`config.mk`:
```
export PLATFORM = sky130hd
export DESIGN_NAME = stream_demux_1x4
export DESIGN_NICKNAME = d
export VERILOG_FILES = /design/src/rtl/stream_demux_1x4.sv
export SDC_FILE = /design/constraint.sdc
export NUM_CORES = 1
export LEC_CHECK = 0
export CAP_MARGIN = 15
export CELL_PAD_IN_SITES_DETAIL_PLACEMENT = 0
export CELL_PAD_IN_SITES_GLOBAL_PLACEMENT = 1
export CORE_MARGIN = 2
export CORE_UTILIZATION = 34
export DETAILED_ROUTE_END_ITERATION = 6
export GPL_TIMING_DRIVEN = 0
export PLACE_DENSITY = 0.76
export SETUP_SLACK_MARGIN = 0.02
export SKIP_LAST_GASP = 1
export SLEW_MARGIN = 40
export SYNTH_ARGS = -nofsm -noshare
export SYNTH_HDL_FRONTEND = slang
export SYNTH_SLANG_ARGS = --single-unit
```
`constraint.sdc`:
```
create_clock -name clk -period 2.2 [get_ports clk]
set_clock_uncertainty 0.15 [all_clocks]
set_input_delay 0.44 -clock clk [delete_from_list [all_inputs] [get_ports clk]]
set_output_delay 0.44 -clock clk [all_outputs]
set_load 0.005 [all_outputs]
```
`src/rtl/stream_demux_1x4.sv`:
```
// -----------------------------------------------------------------------------
// stream_demux_1x4
//
// Registered 1-to-4 stream demultiplexer. One valid/ready input stream is
// routed to one of four output channels. Each channel owns a one-entry holding
// register. The destination is either the explicit select (in_sel) or an
// internal round-robin pointer (in_rr = 1).
//
// Ports
//   clk        : single clock, rising edge
//   rst_n      : asynchronous active-low reset
//   in_data    : input beat (WIDTH bits)
//   in_sel     : destination channel when in_rr = 0
//   in_rr      : 1 = round-robin routing, in_sel ignored
//   in_valid   : producer offers a beat
//   in_ready   : block accepts a beat this cycle (combinational)
//   out_data   : channel i data at [i*WIDTH +: WIDTH]
//   out_valid  : channel i holds a beat
//   out_ready  : consumer i takes its beat
//   rr_ptr     : next round-robin destination
//   acc_cnt    : accepted-beat counter, wraps modulo 2^CNT_W
// -----------------------------------------------------------------------------
module stream_demux_1x4 #(
    parameter int WIDTH = 4,
    parameter int CNT_W = 8
) (
    input  logic                 clk,
    input  logic                 rst_n,
    input  logic [WIDTH-1:0]     in_data,
    input  logic [1:0]           in_sel,
    input  logic                 in_rr,
    input  logic                 in_valid,
    output logic                 in_ready,
    output logic [4*WIDTH-1:0]   out_data,
    output logic [3:0]           out_valid,
    input  logic [3:0]           out_ready,
    output logic [1:0]           rr_ptr,
    output logic [CNT_W-1:0]     acc_cnt
);

    localparam int N_CH = 4;
    localparam logic [CNT_W-1:0] CNT_ONE = {{(CNT_W-1){1'b0}}, 1'b1};

    logic [WIDTH-1:0] buf_r [N_CH];
    logic [3:0]       full_r;
    logic [1:0]       rr_ptr_r;
    logic [CNT_W-1:0] acc_cnt_r;

    logic [1:0]       tgt_s;
    logic             in_ready_s;
    logic             accept_s;
    logic [3:0]       wr_s;
    logic [3:0]       drain_s;

    // Target selection, ready generation and per-channel write/drain strobes.
    always_comb begin
        tgt_s      = 2'd0;
        in_ready_s = 1'b0;
        accept_s   = 1'b0;
        wr_s       = 4'b0000;
        drain_s    = 4'b0000;

        if (in_rr) begin
            tgt_s = rr_ptr_r;
        end else begin
            tgt_s = in_sel;
        end

        // A full target can still take a beat when its consumer drains it
        // in the same cycle, which keeps one beat per cycle into a busy channel.
        in_ready_s = ~full_r[tgt_s] | out_ready[tgt_s];
        accept_s   = in_valid & in_ready_s;

        if (accept_s) begin
            wr_s = 4'b0001 << tgt_s;
        end else begin
            wr_s = 4'b0000;
        end

        drain_s = full_r & out_ready;
    end

    // Occupancy flags: a write wins over a drain on the same channel.
    always_ff @(posedge clk or negedge rst_n) begin
        if (!rst_n) begin
            full_r <= 4'b0000;
        end else begin
            full_r <= (full_r & ~drain_s) | wr_s;
        end
    end

    // Holding registers: change only when written, never on a drain.
    always_ff @(posedge clk or negedge rst_n) begin
        if (!rst_n) begin
            for (int i = 0; i < N_CH; i++) begin
                buf_r[i] <= {WIDTH{1'b0}};
            end
        end else begin
            for (int i = 0; i < N_CH; i++) begin
                if (wr_s[i]) begin
                    buf_r[i] <= in_data;
                end else begin
                    buf_r[i] <= buf_r[i];
                end
            end
        end
    end

    // Round-robin pointer advances only on beats routed by it.
    always_ff @(posedge clk or negedge rst_n) begin
        if (!rst_n) begin
            rr_ptr_r <= 2'd0;
        end else if (accept_s && in_rr) begin
            rr_ptr_r <= rr_ptr_r + 2'd1;
        end else begin
            rr_ptr_r <= rr_ptr_r;
        end
    end

    // Accepted-beat counter, wrapping naturally at 2^CNT_W.
    always_ff @(posedge clk or negedge rst_n) begin
        if (!rst_n) begin
            acc_cnt_r <= {CNT_W{1'b0}};
        end else if (accept_s) begin
            acc_cnt_r <= acc_cnt_r + CNT_ONE;
        end else begin
            acc_cnt_r <= acc_cnt_r;
        end
    end

    // Pack the holding registers onto the flat output bus.
    always_comb begin
        out_data = {(4*WIDTH){1'b0}};
        for (int i = 0; i < N_CH; i++) begin
            out_data[i*WIDTH +: WIDTH] = buf_r[i];
        end
    end

    assign in_ready  = in_ready_s;
    assign out_valid = full_r;
    assign rr_ptr    = rr_ptr_r;
    assign acc_cnt   = acc_cnt_r;

endmodule

```
==> results_dict.tcl <==
set metrics [dict create \
    status "completed" \
    ys.flop_type "dfrtp_1" \
    gp_congestion 0.6986 \
    htree_levels 2 \
    root_buffer "clkbuf_8" \
    initial_core_util_pct 35.13 \
    grt_max_degree 31 \
    portBuffers 44 \
    routed_wl_um 2785 \
    grt_use_total_pct 13.93 \
    syn_inst 95 \
    n_antenna_cell 0 \
    peakVddDrop_uv 599.0 \
    tns_ns 0 \
    fin_cells 198 \
    grt_pass1_vias 952 \
    wl_per_cell_um 14.07 \
    fillers 339 \
    setup_viol 0 \
    p_seq_share_pct 39.8 \
    rsz0062_at_grt "false" \
    ioPinCount 45 \
    crit_type "input port to primary output" \
    tightest_slew_ns 0.6660 \
    finalHoldViolCount 0 \
    synth_top_area_share_pct 58.37 \
    synth_edf_count 0 \
    p_sw_mw 0.7398 \
    path_depth 5 \
    clockPowerShare_pct 18.0 \
    chipHeight_um 65.51 \
    cts_max_path_buffers 2 \
    drc 0 \
    p_int_mw 1.806 \
    avgSynthCellArea_um2 13.54 \
    seq_area_frac_synth_pct 58.37 \
    hp-class "input port to asynchronous set/reset pin" \
    place_inst 187 \
    synth_nets 110 \
    netlist-cell-type-count 21 \
    combinationalPowerShare_pct 42.2 \
    synth-seq-cells 30 \
    max_clock_freq_ghz 0.4828 \
    clock_sinks 30 \
    critPathMaxStageDelay_ns 0.49 \
    yosys-top-cells-count "30 x dfrtp_1, 17 x mux2_2, 9 x nand2_1, 8 x xnor2_1" \
    yosys.area.top_type "dfrtp_1" \
    cts_tree "done" \
    ant_nets 0 \
    hold_buffers 0 \
    cp_top_family "buffers and inverters" \
    place_hpwl_um 1975 \
    p_per_area_nw_per_um2 1306 \
    area_growth_pct 51.56 \
    coreArea_um2 3661 \
    swShare_pct 29.06 \
    end_kind "primary output" \
    drtIter0Drc 18 \
    cts_buffers 5 \
    clk_pin_slew_ns 0.07 \
    min_period_ns 2.071 \
    syn-cell-area_um2 1286 \
    vias 925 \
    drv_cap 0 \
    dieArea_um2 4291 \
    crit_chain "clkdlybuf4s50_1 > nand2b_4 > mux2i_1 > mux2i_2 > clkbuf_2" \
    start_kind "input port" \
    worstPathRequired_ns 1.61 \
    post-route-period-util_pct 94.15 \
    multi_input_area_um2 575.6 \
    cp_max_fo 3 \
    grt_overflow_total 0 \
    rows 22 \
    die_w_um 65.51 \
    worst-endpoint-arrival_ns 1.48 \
    yosys_warnings 0 \
    ff2ff_path_depth 6 \
    fin_nets 164 \
    slew_headroom_pct 55.60 \
    hold_slack_ns 0.04049 \
    yosysMostFrequentCell "dfrtp_1" \
    register_area_um2 750.7 \
    p_leak_nw 0.8506 \
    antenna_found_initial 0 \
    clk_latency_ns 0.28 \
    grt_pass1_wl_um 4381 \
    vias_per_cell 4.672 \
    drv_slew 0 \
    detail_route.first_pass.iterations 4 \
    drive_gt1_share_pct 27.33 \
    synth_area_leaders "dfrtp_1 58%, mux2_2 15%, xnor2_1 5.4%" \
    path_buf_inv 2 \
    ys_async_sr_fraction_pct 100.0 \
    rrSetupSlack_ns 0.20 \
    slowest_stage "clkdlybuf4s50_1" \
]
-- final cells by class --
cell class	instances	area share [%]
repair buffers	47	23.23
inverters	1	0.1926
clock buffers	6	4.236
well taps	48	3.081
multi-input cells	63	29.53
plain buffers	1	0.5777
flip-flops and latches	30	38.51
clock inverters	2	0.6418
-- cells by family (layout without fill, tap and decap cells) --
group                      count (synthesis)  count (layout)  share of synthesized area, %
AOI/OAI and AO/OA                          2               2                         1.070
adders and majority gates                  1               1                        0.9726
xor gates and xnor gates                   9               9                         6.129
and+or+nand+nor                           27              27                         10.89
buffers and inverters                      2              57                         1.167
muxes                                     24              24                         21.40
DFF                                       30              30                         58.37
-- flip-flops by register name (all words and copies together) (netlist names) --
signal     cells
rr_ptr         2
out_data      16
acc_cnt        8
out_valid      4
-- worst paths after layout --
check,end,start
setup / recovery,in_ready,out_ready[3]
min in group clk,acc_cnt[7],acc_cnt[7]
hold / removal,acc_cnt[6],rst_n
setup reg to reg,acc_cnt[1],rr_ptr[1]
hold reg to reg,acc_cnt[7],acc_cnt[7]
max in group asynchronous,out_valid[2],rst_n
-- power groups by stage --
stage | Clock [mW] | Combinational (mW) | Sequential (mW)
4_1_cts | 0.479 | 1.08 | 1.02
5_1_grt | 0.506 | 1.17 | 1.05
2_1_floorplan | 0 | 0.406 | 0.997
6_report | 0.459 | 1.07 | 1.01
3_3_place_gp | 0 | 1.03 | 0.994
3_5_place_dp | 0 | 1.05 | 1.01
-- per-layer routing --
metal	wire length, um	track usage (%)
met2	1398	23.72
met1	1222	15.95
met4	24	6.250
met5	0	0
met3	140	4.452
-- per-stage QoR --
stage | cell area (um^2) | utilization (%) | power [mW] | worst slack (ns)
final | 1949 | 53.25 | 2.546 | 0.1288
after global routing | 1949 | 53.25 | 2.722 | 0.07076
after global placement | 1787 | 48.80 | 2.024 | -0.7576
after floorplan | 1286 | - | 1.403 | 0.1576
after CTS | 1936 | 52.87 | 2.573 | 0.02688
after detailed placement | 1782 | 48.67 | 2.051 | -0.7744
-- placed cells by master, fill, tap and decap left out, types with 2 or more instances in the layout --
cell type        synthesis  final
mux2_4                   2      2
nand2_1                  9      9
buf_6                    1      2
mux2i_1                  4      2
mux2_2                  17     17
nand3_1                  5      5
dfrtp_1                 30     30
buf_2                    0      2
clkbuf_8                 0      6
mux2i_4                  0      2
and3_1                   2      2
xnor2_1                  8      8
clkdlybuf4s50_1          0     39
buf_4                    0      2
nand2b_4                 0      4
nand4_1                  2      2
-- what timing repair did --
item	in CTS	in global routing
resized for setup	14	5
setup buffers	2	1
hold endpoints to repair	0	0
endpoints found under the setup margin	25	2
Note: power is estimated with default switching activity, not from simulation.
